[src/rtl/car_lamp_pkg.sv]
// car_lamp_pkg: shared types and constants for the car lamp controller.
//   mode_e    : per-side lamp mode
//   SEG_BLANK : all segments off
//   SEG_TABLE : digit 0..9 -> 7-segment code, active-high, bit order {g,f,e,d,c,b,a}
package car_lamp_pkg;

  typedef enum logic [1:0] {
    MODE_OFF   = 2'd0,
    MODE_FLOW  = 2'd1,
    MODE_SOLID = 2'd2,
    MODE_BLINK = 2'd3
  } mode_e;

  localparam logic [6:0] SEG_BLANK = 7'b0000000;

  localparam logic [6:0] SEG_TABLE [10] = '{
    7'b0111111,  // 0
    7'b0000110,  // 1
    7'b1011011,  // 2
    7'b1001111,  // 3
    7'b1100110,  // 4
    7'b1101101,  // 5
    7'b1111101,  // 6
    7'b0000111,  // 7
    7'b1111111,  // 8
    7'b1101111   // 9
  };

endpackage

[src/rtl/car_lamp_ctrl_seg7_decode.sv]
// seg7_decode: combinational BCD digit to 7-segment decoder.
//   digit : 4-bit value; 0..9 decode through SEG_TABLE, anything else is blank
//   seg   : 7-bit segment pattern {g,f,e,d,c,b,a}, active-high
module seg7_decode
  import car_lamp_pkg::*;
(
  input  logic [3:0] digit,
  output logic [6:0] seg
);

  always_comb begin
    seg = SEG_BLANK;
    for (int i = 0; i < 10; i++) begin
      if (digit == 4'(i)) begin
        seg = SEG_TABLE[i];
      end
    end
  end

endmodule

[src/rtl/car_lamp_ctrl.sv]
// car_lamp_ctrl: sequential turn / brake / hazard lamp controller with a
// door-open seconds countdown on two 7-segment digits.
//   clk        : system clock, rising edge
//   rst        : asynchronous reset, active-high
//   turn_l     : left turn request (level)
//   turn_r     : right turn request (level)
//   brake      : brake pedal (level)
//   door       : door open (level)
//   led_l      : left bar, LAMP_W LEDs, bit0 nearest centre
//   led_r      : right bar, LAMP_W LEDs, bit0 nearest centre
//   seg_tens   : tens digit of the remaining seconds (blank while door closed)
//   seg_ones   : ones digit of the remaining seconds (blank while door closed)
//   door_alarm : countdown reached zero while the door is still open
// All outputs are registered: an input change shows up one clock later.
module car_lamp_ctrl
  import car_lamp_pkg::*;
#(
  parameter int LAMP_W    = 3,
  parameter int TICK_DIV  = 5_000_000,
  parameter int SEC_DIV   = 50_000_000,
  parameter int DOOR_SECS = 10
) (
  input  logic              clk,
  input  logic              rst,
  input  logic              turn_l,
  input  logic              turn_r,
  input  logic              brake,
  input  logic              door,
  output logic [LAMP_W-1:0] led_l,
  output logic [LAMP_W-1:0] led_r,
  output logic [6:0]        seg_tens,
  output logic [6:0]        seg_ones,
  output logic              door_alarm
);

  localparam int CW = $clog2(TICK_DIV);
  localparam int SW = $clog2(SEC_DIV);
  localparam int PW = $clog2(LAMP_W + 1);

  localparam logic [CW-1:0] TICK_MAX    = CW'(TICK_DIV - 1);
  localparam logic [SW-1:0] SEC_MAX     = SW'(SEC_DIV - 1);
  localparam logic [PW-1:0] PHASE_MAX   = PW'(LAMP_W);
  localparam logic [PW-1:0] PHASE_ENTRY = PW'(1);
  localparam logic [6:0]    REM_START   = 7'(DOOR_SECS);

  // ---------------------------------------------------------------------
  // Lamp step prescaler, shared by both sides so hazard blinking stays in
  // lock-step. Any mode change on either side restarts it.
  // ---------------------------------------------------------------------
  logic [1:0]    turn;
  logic [1:0]    side_chg;
  logic [CW-1:0] cnt_reg;
  logic          tick;

  assign turn = {turn_r, turn_l};
  assign tick = (cnt_reg == TICK_MAX);

  always_ff @(posedge clk or posedge rst) begin
    if (rst) begin
      cnt_reg <= '0;
    end else if ((|side_chg) || tick) begin
      cnt_reg <= '0;
    end else begin
      cnt_reg <= cnt_reg + 1'b1;
    end
  end

  // ---------------------------------------------------------------------
  // Per-side mode and phase. gi=0 is the left side, gi=1 the right side.
  // The phase register doubles as the FLOW position (0..LAMP_W) and, in
  // BLINK, as the on/off bit in bit 0. Both start at 1 on mode entry.
  // ---------------------------------------------------------------------
  genvar gi;
  generate
    for (gi = 0; gi < 2; gi++) begin : side
      mode_e             mode_reg, mode_next;
      logic [PW-1:0]     phase_reg, phase_next;
      logic [LAMP_W-1:0] led_reg, led_next;

      // Both turns -> hazard; own turn -> flow; otherwise brake decides.
      always_comb begin
        mode_next = MODE_OFF;
        if (&turn) begin
          mode_next = MODE_BLINK;
        end else if (turn[gi]) begin
          mode_next = MODE_FLOW;
        end else if (brake) begin
          mode_next = MODE_SOLID;
        end
      end

      assign side_chg[gi] = (mode_next != mode_reg);

      always_comb begin
        phase_next = phase_reg;
        if (side_chg[gi]) begin
          phase_next = PHASE_ENTRY;
        end else if (tick) begin
          case (mode_reg)
            MODE_FLOW:  phase_next = (phase_reg == PHASE_MAX) ? '0 : phase_reg + 1'b1;
            MODE_BLINK: phase_next = phase_reg ^ PHASE_ENTRY;
            default:    phase_next = phase_reg;
          endcase
        end

        // LED image is built from the next state so it lands in the
        // output register on the same edge as the mode/phase update.
        led_next = '0;
        case (mode_next)
          MODE_SOLID: led_next = '1;
          MODE_BLINK: led_next = {LAMP_W{phase_next[0]}};
          MODE_FLOW: begin
            // Thermometer fill: the phase_next LEDs nearest centre are lit.
            for (int i = 0; i < LAMP_W; i++) begin
              led_next[i] = (PW'(i) < phase_next);
            end
          end
          default:    led_next = '0;
        endcase
      end

      always_ff @(posedge clk or posedge rst) begin
        if (rst) begin
          mode_reg  <= MODE_OFF;
          phase_reg <= '0;
          led_reg   <= '0;
        end else begin
          mode_reg  <= mode_next;
          phase_reg <= phase_next;
          led_reg   <= led_next;
        end
      end
    end
  endgenerate

  assign led_l = side[0].led_reg;
  assign led_r = side[1].led_reg;

  // ---------------------------------------------------------------------
  // Door countdown. door_act_reg remembers whether the previous edge saw
  // the door open; when it did not (door closed, or just out of reset) the
  // countdown is treated as starting fresh from DOOR_SECS.
  // ---------------------------------------------------------------------
  logic          door_act_reg;
  logic [SW-1:0] sec_reg, sec_next;
  logic [6:0]    rem_reg, rem_cur, rem_next;
  logic [3:0]    tens_digit, ones_digit;
  logic [6:0]    tens_seg, ones_seg;

  always_comb begin
    rem_cur  = door_act_reg ? rem_reg : REM_START;
    sec_next = '0;
    rem_next = REM_START;
    if (door) begin
      if (sec_reg == SEC_MAX) begin
        sec_next = '0;
        rem_next = (rem_cur == 7'd0) ? 7'd0 : rem_cur - 7'd1;
      end else begin
        sec_next = sec_reg + 1'b1;
        rem_next = rem_cur;
      end
    end
  end

  assign tens_digit = 4'(rem_next / 7'd10);
  assign ones_digit = 4'(rem_next % 7'd10);

  seg7_decode u_seg_tens (
    .digit (tens_digit),
    .seg   (tens_seg)
  );

  seg7_decode u_seg_ones (
    .digit (ones_digit),
    .seg   (ones_seg)
  );

  always_ff @(posedge clk or posedge rst) begin
    if (rst) begin
      door_act_reg <= 1'b0;
      sec_reg      <= '0;
      rem_reg      <= '0;
      seg_tens     <= SEG_BLANK;
      seg_ones     <= SEG_BLANK;
      door_alarm   <= 1'b0;
    end else begin
      door_act_reg <= door;
      sec_reg      <= sec_next;
      rem_reg      <= rem_next;
      seg_tens     <= door ? tens_seg : SEG_BLANK;
      seg_ones     <= door ? ones_seg : SEG_BLANK;
      door_alarm   <= door && (rem_next == 7'd0);
    end
  end

endmodule

[config.mk]
export PLATFORM = sky130hd
export DESIGN_NAME = car_lamp_ctrl
export DESIGN_NICKNAME = d
export VERILOG_FILES = /design/src/rtl/car_lamp_pkg.sv /design/src/rtl/car_lamp_ctrl_seg7_decode.sv /design/src/rtl/car_lamp_ctrl.sv
export SDC_FILE = /design/constraint.sdc
export NUM_CORES = 1
export LEC_CHECK = 0
export ABC_AREA = 1
export ABC_CLOCK_PERIOD_IN_PS = 3540
export CORE_MARGIN = 1
export CORE_UTILIZATION = 59
export CTS_BUF_LIST = sky130_fd_sc_hd__clkbuf_2
export DETAILED_ROUTE_END_ITERATION = 7
export PLACE_DENSITY_LB_ADDON = 0.05
export SYNTH_ARGS = -nofsm -noshare
export SYNTH_HDL_FRONTEND = slang
export SYNTH_SLANG_ARGS = --single-unit
[constraint.sdc]
create_clock -name clk -period 3.54 [get_ports clk]
set_input_delay 0.531 -clock clk [delete_from_list [all_inputs] [get_ports clk]]
set_output_delay 0.531 -clock clk [all_outputs]
set_load 0.03 [all_outputs]
# Word-level counts from Yosys, hierarchy flattened
# Cells that the tools add are included.
# Widths: inputs -> output; s select.
[op_classes]
addsub = 5
n_div = 2
magnitude_cmp = 6
n_eq_ne = 34
mux = 44
bitwise = 2
reduce_logical = 8
[op_table]
columns = ["op", "n"]
rows = [
  ["$mux 7", 22],
  ["$mux 26", 2],
  ["$eq 4x3->1 const B", 8],
  ["$add 26x1->26 const B", 1],
  ["$eq 26x26->1 const B", 1],
  ["$mux 6", 4],
  ["$add 23x1->23 const B", 1],
  ["$eq 23x23->1 const B", 1],
  ["$mux 23", 1],
  ["$mux 2", 11],
  ["$pmux 3 s3", 2],
  ["$eq 2x2->1 const B", 8],
  ["$eq 4x2->1 const B", 4],
  ["$eq 4x4->1 const B", 4],
  ["$logic_not 7->1", 2],
  ["$eq 2x1->1 const B", 4],
  ["$eq 4x1->1 const B", 2],
  ["$logic_not 4->1", 2],
  ["$lt 1x2->1 const A", 4],
  ["$pmux 2 s2", 2],
  ["$div 7x4->7 const B", 1],
  ["$mod 7x4->7 const B", 1],
  ["$sub 7x1->7 const B", 1],
  ["$add 2x1->2 const B", 2],
  ["7 further kinds", 10],
]
[word_totals]
register_bits = 86
input_bits = 6
word_cells = 114

# Logic depth before layout (Yosys ltp)
[logic_depth]
word_depth = 18
ltp_mapped = 33
depth_no_buf = 33

# Hierarchy
# From an unflattened synthesis, not the netlist that was laid out.
[hier_totals]
cells_unflattened = 671
hier_area_um2 = 4978.5
[by_module_without_submodules]
columns = ["module", "n_inst", "cells_each", "area_each_um2"]
rows = [
  ["car_lamp_ctrl", 1, 611, 4690.7],
  ["seg7_decode", 2, 30, 143.9],
]

# Worst setup path before layout
# Ideal clock, no wire load.
[synth_path]
path_kind = "register to register"
startpoint = "register sec_reg[0]"
endpoint = "register seg_ones[0]"
arrival_ns = 3.122
required_time_ns = 3.408
setup_slack_ns = 0.286
stages_incl_launch_ff = 32
n_path_buf = 0
period_less_slack_ns = 3.254
cell_sequence = "dfrtp_1 > ha_1 > nand3_2 > nor2_2 > nand2_2 > nor2_4 > nand2_2 > nor2_2 > nand3_1 > nand3_2 > nand3_2 > nand2_2 > nand2_4 > nand2_2 > nand2_2 > inv_2 > nand2_4 > nand2_4 > nand2_2 > nand2_1 > inv_1 > ha_1 > inv_1 > nand3_4 > nand3_4 > nand2_2 > nand2_2 > nand2_2 > nand3_1 > nand2_1 > nor2_1 > nor2_1"
[synth_via]
elab_chain_cells = 16
elab_cells_between_ends = 25
[synth_rtl]
columns = ["element", "line_no", "text"]
rows = [
  ["start: declaration", "car_lamp_ctrl.sv:145", "logic [SW-1:0] sec_reg, sec_next;"],
  ["start signal: assignment", "car_lamp_ctrl.sv:188", "sec_reg <= sec_next;"],
  ["$eq 26x26->1 (*)", "car_lamp_ctrl.sv:155", "if (sec_reg == SEC_MAX) begin"],
  ["$mux 7 (*)", "car_lamp_ctrl.sv:155", ""],
  ["$mux 7 (*)", "car_lamp_ctrl.sv:154", "if (door) begin"],
  ["$mod 7x4->7 (*)", "car_lamp_ctrl.sv:166", "assign ones_digit = 4'(rem_next % 7'd10);"],
  ["$logic_not 4->1", "car_lamp_ctrl_seg7_decode.sv:14", "if (digit == 4'(i)) begin"],
  ["$mux 6 (2 in a row)", "car_lamp_ctrl_seg7_decode.sv:14", ""],
  ["$mux 7 (7 in a row)", "car_lamp_ctrl_seg7_decode.sv:14", ""],
  ["$mux 7 (*)", "car_lamp_ctrl_seg7_decode.sv:14", ""],
  ["$mux 7 (*)", "car_lamp_ctrl.sv:191", "seg_ones <= door ? ones_seg : SEG_BLANK;"],
  ["end signal: assignment", "car_lamp_ctrl.sv:191", ""],
  ["end: declaration", "car_lamp_ctrl.sv:32", "output logic [6:0] seg_ones,"],
]
# Every way passes the cells marked *; elsewhere a longest branch is shown, timed or not.

# Worst setup path in the final report
[layout_path]
startpoint = "register door_act_reg"
endpoint = "register seg_ones[0]"
[layout_via]
elab_chain_cells = 18
elab_cells_between_ends = 28
[layout_rtl]
columns = ["element", "line_no", "text"]
rows = [
  ["start: declaration", "car_lamp_ctrl.sv:144", "logic door_act_reg;"],
  ["start signal: assignment", "car_lamp_ctrl.sv:187", "door_act_reg <= door;"],
  ["$mux 7 (*)", "car_lamp_ctrl.sv:151", "rem_cur = door_act_reg ? rem_reg : REM_START;"],
  ["$sub 7x1->7 / $logic_not 7->1 (equally long branches)", "car_lamp_ctrl.sv:157", "rem_next = (rem_cur == 7'd0) ? 7'd0 : rem_cur - 7'd1;"],
  ["$mux 7", "car_lamp_ctrl.sv:157", ""],
  ["$mux 7 (*)", "car_lamp_ctrl.sv:155", ""],
  ["$mux 7 (*)", "car_lamp_ctrl.sv:154", ""],
  ["via rem_next[5]", "car_lamp_ctrl.sv:146", "logic [6:0] rem_reg, rem_cur, rem_next;"],
  ["$mod 7x4->7 (*)", "car_lamp_ctrl.sv:166", ""],
  ["$logic_not 4->1", "car_lamp_ctrl_seg7_decode.sv:14", ""],
  ["$mux 6 (2 in a row)", "car_lamp_ctrl_seg7_decode.sv:14", ""],
  ["$mux 7 (7 in a row)", "car_lamp_ctrl_seg7_decode.sv:14", ""],
  ["$mux 7 (*)", "car_lamp_ctrl_seg7_decode.sv:14", ""],
  ["$mux 7 (*)", "car_lamp_ctrl.sv:191", ""],
]
# The timed path passes the listed nets; every way through them passes the cells marked *.

==> metrics <==
status=completed; Register Area=between 2000 and 2500 sq um; # setup viols final=0; highest-delay cell along the critical path=dfrtp_2; worst skew pair latency=0.53 ns; share of layout cells above drive strength 1=19.5%; Tcrit/Tclk final=between 90% and 100%; Cell Pwr Density=296 nW/um^2; vias in the first global route=~4000; crit-path max cell delay=approximately 0.51 ns; TritonCTS clock tree=done; Layout Nets=approximately 700; Post-DP HPWL=~7500 um; Arr. time, crit path=3.94 ns; first-pass GRT wire length=17400 um; Ys Warns=0; Final Hold Viols=0; clock-pin slew on the worst setup and hold paths=roughly 0.23 ns; gr ovfl total=0; Setup Skew=roughly 0.024 ns; via count=around 4300; pin count of the biggest net entering global routing=43; CP Capture Type=flop; CTS Sinks=between 80 and 90; first drt pass iteration count=5; Critical Path RT=about 4.0 ns; post-synthesis cell type count=36; Initial Utilization=between 60% and 70%; std cell rows=32; multi-input logic area=about 2500 sq um; number of synthesized flops with an enable pin=0; Mapped Cells=~640; worst-case hold slack=around 0.4 ns; routability cong.=roughly 0.97; syn_area_per_cell=just under 8 sq um; routed wire length=around 10000 um; I/O pins=27; Slew Viols, Final=0; syn nets=approximately 650; kind of start point of the critical path=flop; Seq/Total Area, Yosys=between 40 and 50%; ys flop type=dfrtp_1; total CTS buffers=9; Port-buffer cells=26; most frequent CP cell=nand2_4; DIE AREA=roughly 8700 sq um; Die X=93.3 um; final setup TNS=0 ns; most frequent cells in the layout=nand2_1 (108), inv_1 (86), dfrtp_1 (85), nor2_1 (81), nand3_1 (43); Crit Path Max Fanout=7; Worst VDD drop=between 0.2 and 0.25 mV; pre-CTS setup slack=-0.0454 ns; # hold bufs at CTS=0; RSZ-0062 raised after global routing=yes; max_slew headroom=around half; Longest Clk Path Bufs=2; Fillers=between 600 and 700; post-layout minimum cycle time=between 3 and 4 ns; DRT iter0 DRCs=220; area delta synth->final=18.0%; maxcap violations=0; Crit Path Class=reg2reg; Hold WC Path Type=in2async; P_leak=approximately 2.7 nW; height of the chip=93.3 um; H-tree depth=3; Max Freq=289 MHz; Root Driver=clkbuf_2; Synth Register Bits=86; Worst-Margin Slew=~0.74 ns; total track usage=between 20% and 30%; remaining design rule violation count=0; ys async rst share=between 90% and 100%; vias per inst=~5.4; initial antenna violation count=0; mapped cell area=just under 5000 sq um; commonest non-fill, non-tap cell in the layout=nand2_1; wire length per cell=approximately 13 um; diodes inserted=0; Post-DRT Antenna Nets=0; cell family with most CP delay=simple AND/OR/NAND/NOR gates; area of the core=7890 sq um; fin worst setup slack=roughly 0.079 ns; WP buf/inv=6; Largest register FFs=26
==> metal layers <==
layer  global-route usage (%)  up-vias  share of wire (%)
li1                         -     2158                  -
met1                     32.1     2021                 45
met2                     44.5       84                 50
met3                     4.72       16                3.3
met4                     6.54        0                1.2
met5                        0        -                  0
==> stage by stage <==
stage	std cells	util, %	power, W	cell area, sq um
after floorplan	639	-	0.00110	4910
after global placement	771	68.0	0.00115	5370
after detailed placement	771	68.0	0.00116	5370
after CTS	789	70.5	0.00174	5560
after global routing	799	73.5	0.00179	5800
final	799	73.5	0.00172	5800
==> cell families after synthesis <==
logic type / count (synthesis) / share of synthesized area (%)
simple gates: 363 / 36.8
buf+inv: 111 / 8.68
flops: 86 / 43.8
compound gates: 59 / 6.65
xor+xnor: 13 / 2.32
fa+ha+maj: 6 / 1.53
mux: 1 / 0.204
==> final timing paths <==
path                               from                   to  slack (ns)  cells after the start
max in group asynchronous           rst  side[1].mode_reg[1]        2.34                      3
setup / recovery           door_act_reg          seg_ones[0]        0.08                     32
hold / removal                      rst          seg_ones[0]        0.40                      2
hold reg to reg              cnt_reg[0]           cnt_reg[0]        0.48                      1
min in group clk             cnt_reg[0]           cnt_reg[0]        0.48                      1
setup reg to reg           door_act_reg          seg_ones[0]        0.08                     32
==> cell type report <==
class | count | share of cell area, %
Sequential cell | 86 | 37.1
Inverter | 103 | 6.75
Multi-Input combinational cell | 442 | 43.6
Clock inverter | 5 | 1.47
Tap cell | 102 | 2.20
Timing Repair Buffer | 51 | 7.94
Clock buffer | 10 | 0.863
==> synth_stat cells, types with 3 or more instances <==
cell type  count  area [sq um]
clkbuf_1       6          22.5
nor3_1        32           160
o211ai_1       3          22.5
xnor2_1        5          43.8
o21a_1         3          22.5
nor2_1        83           312
nand2_4        6          67.6
dfrtp_1       86          2150
nand3_1       50           250
o21ai_0       13          65.1
inv_2         13          48.8
a21oi_1       32           160
o21ai_1        3          15.0
nor4_1        10          62.6
nand2_1      118           443
nand4_1       12          75.1
nand2_2       19           119
nor2_2         8          50.1
nor2_4         6          67.6
ha_1           6          75.1
nand3_2       11           110
xor2_1         8          70.1
inv_1         89           334
==> what timing repair did <==
| action | in CTS | in global routing |
|---|---|---|
| buffers inserted | 3 | 10 |
| pin swaps | 1 | 18 |
| setup endpoints to repair | 8 | 14 |
| gates resized for setup | 9 | 40 |
==> power by group <==
group	total (W)	leakage [nW]	internal [W]	switching, W
sequential	0.00101	1.13	0.00100	0.00000938
combinational	0.000131	1.44	0.0000447	0.0000864
clock	0.000574	0.0782	0.000235	0.000339
(Power assumes the default switching activity.)
==> edit 1, RTL diff (same flow settings) <==
The parameter `DOOR_SECS` goes from 10 to 7.
--- a/src/rtl/car_lamp_ctrl.sv
+++ b/src/rtl/car_lamp_ctrl.sv
@@ -18,7 +18,7 @@
   parameter int LAMP_W    = 3,
   parameter int TICK_DIV  = 5_000_000,
   parameter int SEC_DIV   = 50_000_000,
-  parameter int DOOR_SECS = 10
+  parameter int DOOR_SECS = 7
 ) (
   input  logic              clk,
   input  logic              rst,
Function: changed (Yosys sat finds a counterexample within 4 cycles, from zero or initial values and one cycle with rst high).
==> edit 1 against the unedited design <==
Maximum frequency is 0.15% higher; wire length is 6.2% higher; sequential cell count stayed put; critical path depth is 1 lower; non-clock buffer count is 23 higher; synthesized area is 1.3% lower; total power is 1.3% higher; die area is 1.3% lower; worst setup slack better by 0.0051 ns; sequential power hardly changed; sequential share of layout area is 1.0 points lower; global-route usage is 0.77 points higher; clock power is 4.0% higher; cell area is 3.1% higher.
==> edit 1: results (changes against the unedited design) <==
.. list-table::
   :header-rows: 1

   * - Metric
     - Value
   * - Tot GR Track Use
     - 26.09% (+0.77 points)
   * - Multi-input gate area
     - 2539 sq um (+0.30%)
   * - Post-layout net count
     - 724 (+2.7%)
   * - Vias per std cell
     - 5.443 (+1.6%)
   * - Count of different cell masters after synthesis
     - 40 (+11%)
   * - Instance count after placement with tap cells included
     - 772 (+0.13%)
   * - Gates resized, CTS repair
     - 6 (-3)
   * - HPWL after DPL
     - 7394 um (-1.1%)
   * - First-pass GRT wire length
     - 17,850 um (+2.5%)
   * - Proportion of synthesized area in mux cells
     - 0.2065% (+0.0028 points)
   * - Number of cell instances on the worst register-to-register path
     - 31 (-3.1%)
   * - Clock edge transition at the registers on the reported setup and hold paths
     - 0.27 ns (+0.04 ns)
   * - Place WS
     - -0.05936 ns (-0.01400 ns)
   * - Result of the run
     - complete, no violations
   * - Number of instances in the synthesized netlist
     - 636 (-0.47%)
   * - Arrival time reported for the critical path endpoint
     - 3.95 ns (about the same)
   * - Worst IR Drop VDD
     - 0.1435 mV (-29%)
   * - Xor-xnor portion of the synthesized cell area
     - 0.9035% (-1.4 points)
   * - Worst relative slew slack
     - 44.86% (-5.5 points)
   * - Crit Reg-Reg Startpoint
     - rem_reg[1]
   * - Worst-Skew Late Latency
     - 0.56 ns (+0.03 ns)
   * - Ranking of synthesized cells by area
     - dfrtp_1 (44%), nand2_1 (9.9%), nor2_1 (7.2%), inv_1 (6.5%), nand3_1 (5.2%)
   * - Synth Area in Compound Gates
     - 7.047% (+0.40 points)
   * - Pwr Density
     - 290.8 nW/um^2 (-1.7%)
   * - Last element of the critical path
     - seg_ones[1]
   * - Final weighted congestion in routability-driven placement
     - 0.9278 (-4.3%)
   * - DRT Wirelength
     - 11,060 um (+6.2%)
[edit 1: cell types whose count changed in the layout (fill, tap and decap cells not counted), moves of 6 or more]
cell and delta:
nor3b_1 +12, xor2_1 -6, nor3_1 -9, nand2_2 +6
buf_4 +20, inv_1 -12, nor2_1 +7
[edit 1: final cells by class]
| cell class | instances | area share [%] |
|---|---|---|
| inverters | 96 | 6.217 |
| flip-flops and latches | 86 | 36.09 |
| well taps | 102 | 2.135 |
| clock inverters | 6 | 1.570 |
| repair buffers | 74 | 10.68 |
| clock buffers | 10 | 0.8373 |
| multi-input cells | 445 | 42.47 |
[edit 1: metal layers]
metal | vias up | wire (um) | share of wire (%) | global-route usage, %
met5 | - | 0 | 0 | 0
met4 | 0 | 207 | 1.9 | 8.974
met3 | 20 | 361 | 3.3 | 4.844
met2 | 81 | 5610 | 51 | 45.86
met1 | 2146 | 4879 | 44 | 32.16
li1 | 2211 | - | - | -
==> edit 2, RTL diff (same flow settings) <==
Made on the original files. The 4 values of `mode_e` get a one-hot encoding in 4 bits.
--- a/src/rtl/car_lamp_pkg.sv
+++ b/src/rtl/car_lamp_pkg.sv
@@ -4,11 +4,11 @@
 //   SEG_TABLE : digit 0..9 -> 7-segment code, active-high, bit order {g,f,e,d,c,b,a}
 package car_lamp_pkg;
 
-  typedef enum logic [1:0] {
-    MODE_OFF   = 2'd0,
-    MODE_FLOW  = 2'd1,
-    MODE_SOLID = 2'd2,
-    MODE_BLINK = 2'd3
+  typedef enum logic [3:0] {
+    MODE_OFF   = 4'b0001,
+    MODE_FLOW  = 4'b0010,
+    MODE_SOLID = 4'b0100,
+    MODE_BLINK = 4'b1000
   } mode_e;
 
   localparam logic [6:0] SEG_BLANK = 7'b0000000;
Behaviour: no difference found for any inputs over 10 cycles, from zero or initial values and one cycle with rst high; not proved beyond that.
==> edit 2 against the unedited design <==
The run now ends with setup timing left; critical endpoint is now seg_tens[2]; critical path type unchanged; cell area increased by 2.5%; highest routed layer unchanged; total power decreased by 1.8%; non-clock buffer count increased by 27; worst setup slack got worse by 0.23 ns; sequential cell count increased by 3; synthesized area decreased by 3.1%; wire length increased by 8.8%; clock skew increased by 0.011 ns.
==> edit 2: results (changes against the unedited design) <==
.. list-table::
   :header-rows: 1

   * - Metric
     - Value
   * - Result of the run
     - finished, violations left
   * - Violated checks
     - setup timing
   * - Cell types with the highest counts after synthesis
     - nand2_1 (125), inv_1 (89), dfrtp_1 (87)
   * - Count of different cell masters after synthesis
     - 47 (+31%)
   * - Worst-Skew Late Latency
     - 0.55 ns (+0.02 ns)
   * - Share of cells above drive strength 1
     - 22.57% (+3.1 points)
   * - Number of cell instances on the worst register-to-register path
     - 25 (-22%)
   * - First-pass iteration count of the detailed router
     - 8 (+3)
   * - Post-layout net count
     - 707 (+0.28%)
   * - Worst clock skew
     - 0.03425 ns (+0.01072 ns)
   * - Largest net degree at the start of global routing
     - 49 (+14%)
   * - HPWL after DPL
     - 7401 um (-1.0%)
   * - Arrival time reported for the critical path endpoint
     - 4.19 ns (+0.25 ns)
   * - Port Buffer Count
     - 26 (unchanged)
   * - Worst relative slew slack
     - 43.65% (-6.7 points)
   * - Nets in the synthesized netlist
     - 625 (-4.0%)
   * - DRT Wirelength
     - 11,330 um (+8.8%)
   * - Tot GR Track Use
     - 26.13% (+0.80 points)
   * - Final weighted congestion in routability-driven placement
     - 0.8806 (-9.2%)
   * - Clock edge transition at the registers on the reported setup and hold paths
     - 0.28 ns (+0.05 ns)
   * - Number of design-rule violations left by the first detailed-router iteration
     - 233 (+5.9%)
   * - Worst IR Drop VDD
     - 0.1279 mV (-37%)
   * - Number of global-route vias before repair
     - 4,176 (+3.6%)
   * - Ranking of synthesized cells by area
     - dfrtp_1 (46%), nand2_1 (9.9%), inv_1 (7.0%), nor2_1 (6.5%), nand3_1 (4.8%)
   * - Number of filler instances in the final layout
     - 554 (-10%)
   * - Crit-path slowest cell
     - dfrtp_1
   * - PnR worst setup slack
     - -0.1484 ns (-0.2279 ns)
   * - Setup violation total in the final timing report
     - 8 (+8)
   * - First-pass GRT wire length
     - 17,680 um (+1.5%)
   * - CTS Buffer Depth
     - 2 (unchanged)
   * - Leakage power total
     - 2.746 nW (+3.6%)
   * - Slowest stage delay, CP
     - 0.42 ns (-0.09 ns)
[edit 2: cell count changes after synthesis, sizes merged, moves of 3 or more]
cell / change
nand2: -10
nor3: -13
nor2: -11
nand3: -11
a31oi: +3
o311ai: +3
inv: -9
o21ai: +10
[edit 2: per-stage QoR]
step                hold slack, ns  setup TNS (ns)  instance area, sq um  std cells  setup slack (ns)
detailed placement          0.4546         -0.4818                  5314        758           -0.1473
global placement            0.4429               0                  5314        758           0.07078
floorplan                   0.4326               0                  4763        613            0.1753
finish                      0.3926         -0.5400                  5946        802           -0.1484
global route                0.3935          -2.443                  5946        802           -0.3074
CTS                         0.4200               0                  5554        783          0.004266
[edit 2: kinds of logic after synthesis]
kind of cell | count (synthesis) | share of synthesized area (%)
compound gates | 83 | 10.53
flops | 89 | 46.81
xor+xnor | 14 | 2.574
fa+ha+maj | 6 | 1.576
buf+inv | 102 | 8.169
simple gates | 319 | 30.34
[edit 2: metal layers]
metal | vias to the layer above | GRT usage (%) | wire (um)
met2 | 116 | 45.90 | 5859
met3 | 19 | 4.643 | 431
met4 | 0 | 8.854 | 193
met1 | 2101 | 32.43 | 4842
li1 | 2170 | - | -
met5 | - | 0 | 0
[edit 2: cell type report]
class                      instances  area share, %
sequential                        89          37.52
clock buffer                       9         0.7576
inverter                          95          6.271
clock inverter                     7          1.010
tap                              102          2.146
timing repair buffer              78          11.22
multi-input combinational        422          41.08
[edit 2: what timing repair did]
action | CTS | global route
gates cloned | 0 | 0
endpoints found under the setup margin | 9 | 14
setup buffers | 9 | 19
endpoints found under the hold margin | 0 | 0
gates resized for setup | 20 | 71
pin swaps | 9 | 26
[edit 2: where the power goes]
part           internal [mW]  switching (mW)  total (mW)  leakage [nW]
combinational         0.0506          0.0865       0.137          1.51
clock                  0.109           0.390       0.499        0.0648
sequential              1.04          0.0107        1.05          1.17
total                   1.20           0.487        1.68          2.75
[edit 2: worst paths after layout]
kind	start	to
max reg2reg	sec_reg[1]	seg_tens[2]
max in group asynchronous	rst	side[0].mode_reg[0]
min reg2reg	cnt_reg[0]	cnt_reg[0]
min in group clk	cnt_reg[0]	cnt_reg[0]
max	sec_reg[1]	seg_tens[2]
min	rst	cnt_reg[9]
[edit 2: worst register-to-register path, cell delays in order, from the launching register on]
cell and delay (ns):
dfrtp_1 0.42, ha_2 0.17, nand2_1 0.07, nor2_2 0.14, buf_4 0.13, buf_4 0.11
nand2_1 0.07, nor2_1 0.14, nand3_1 0.15, inv_1 0.12, nand3_1 0.11, a21oi_2 0.24
inv_1 0.10, nand3_2 0.10, nand2_2 0.07, nand2_2 0.09, buf_4 0.14, nand2_1 0.16
nand3_4 0.16, nand3_4 0.16, buf_4 0.19, nor2_1 0.16, nand2_1 0.11, nand2_1 0.10
o21ai_0 0.11, a21oi_1 0.15
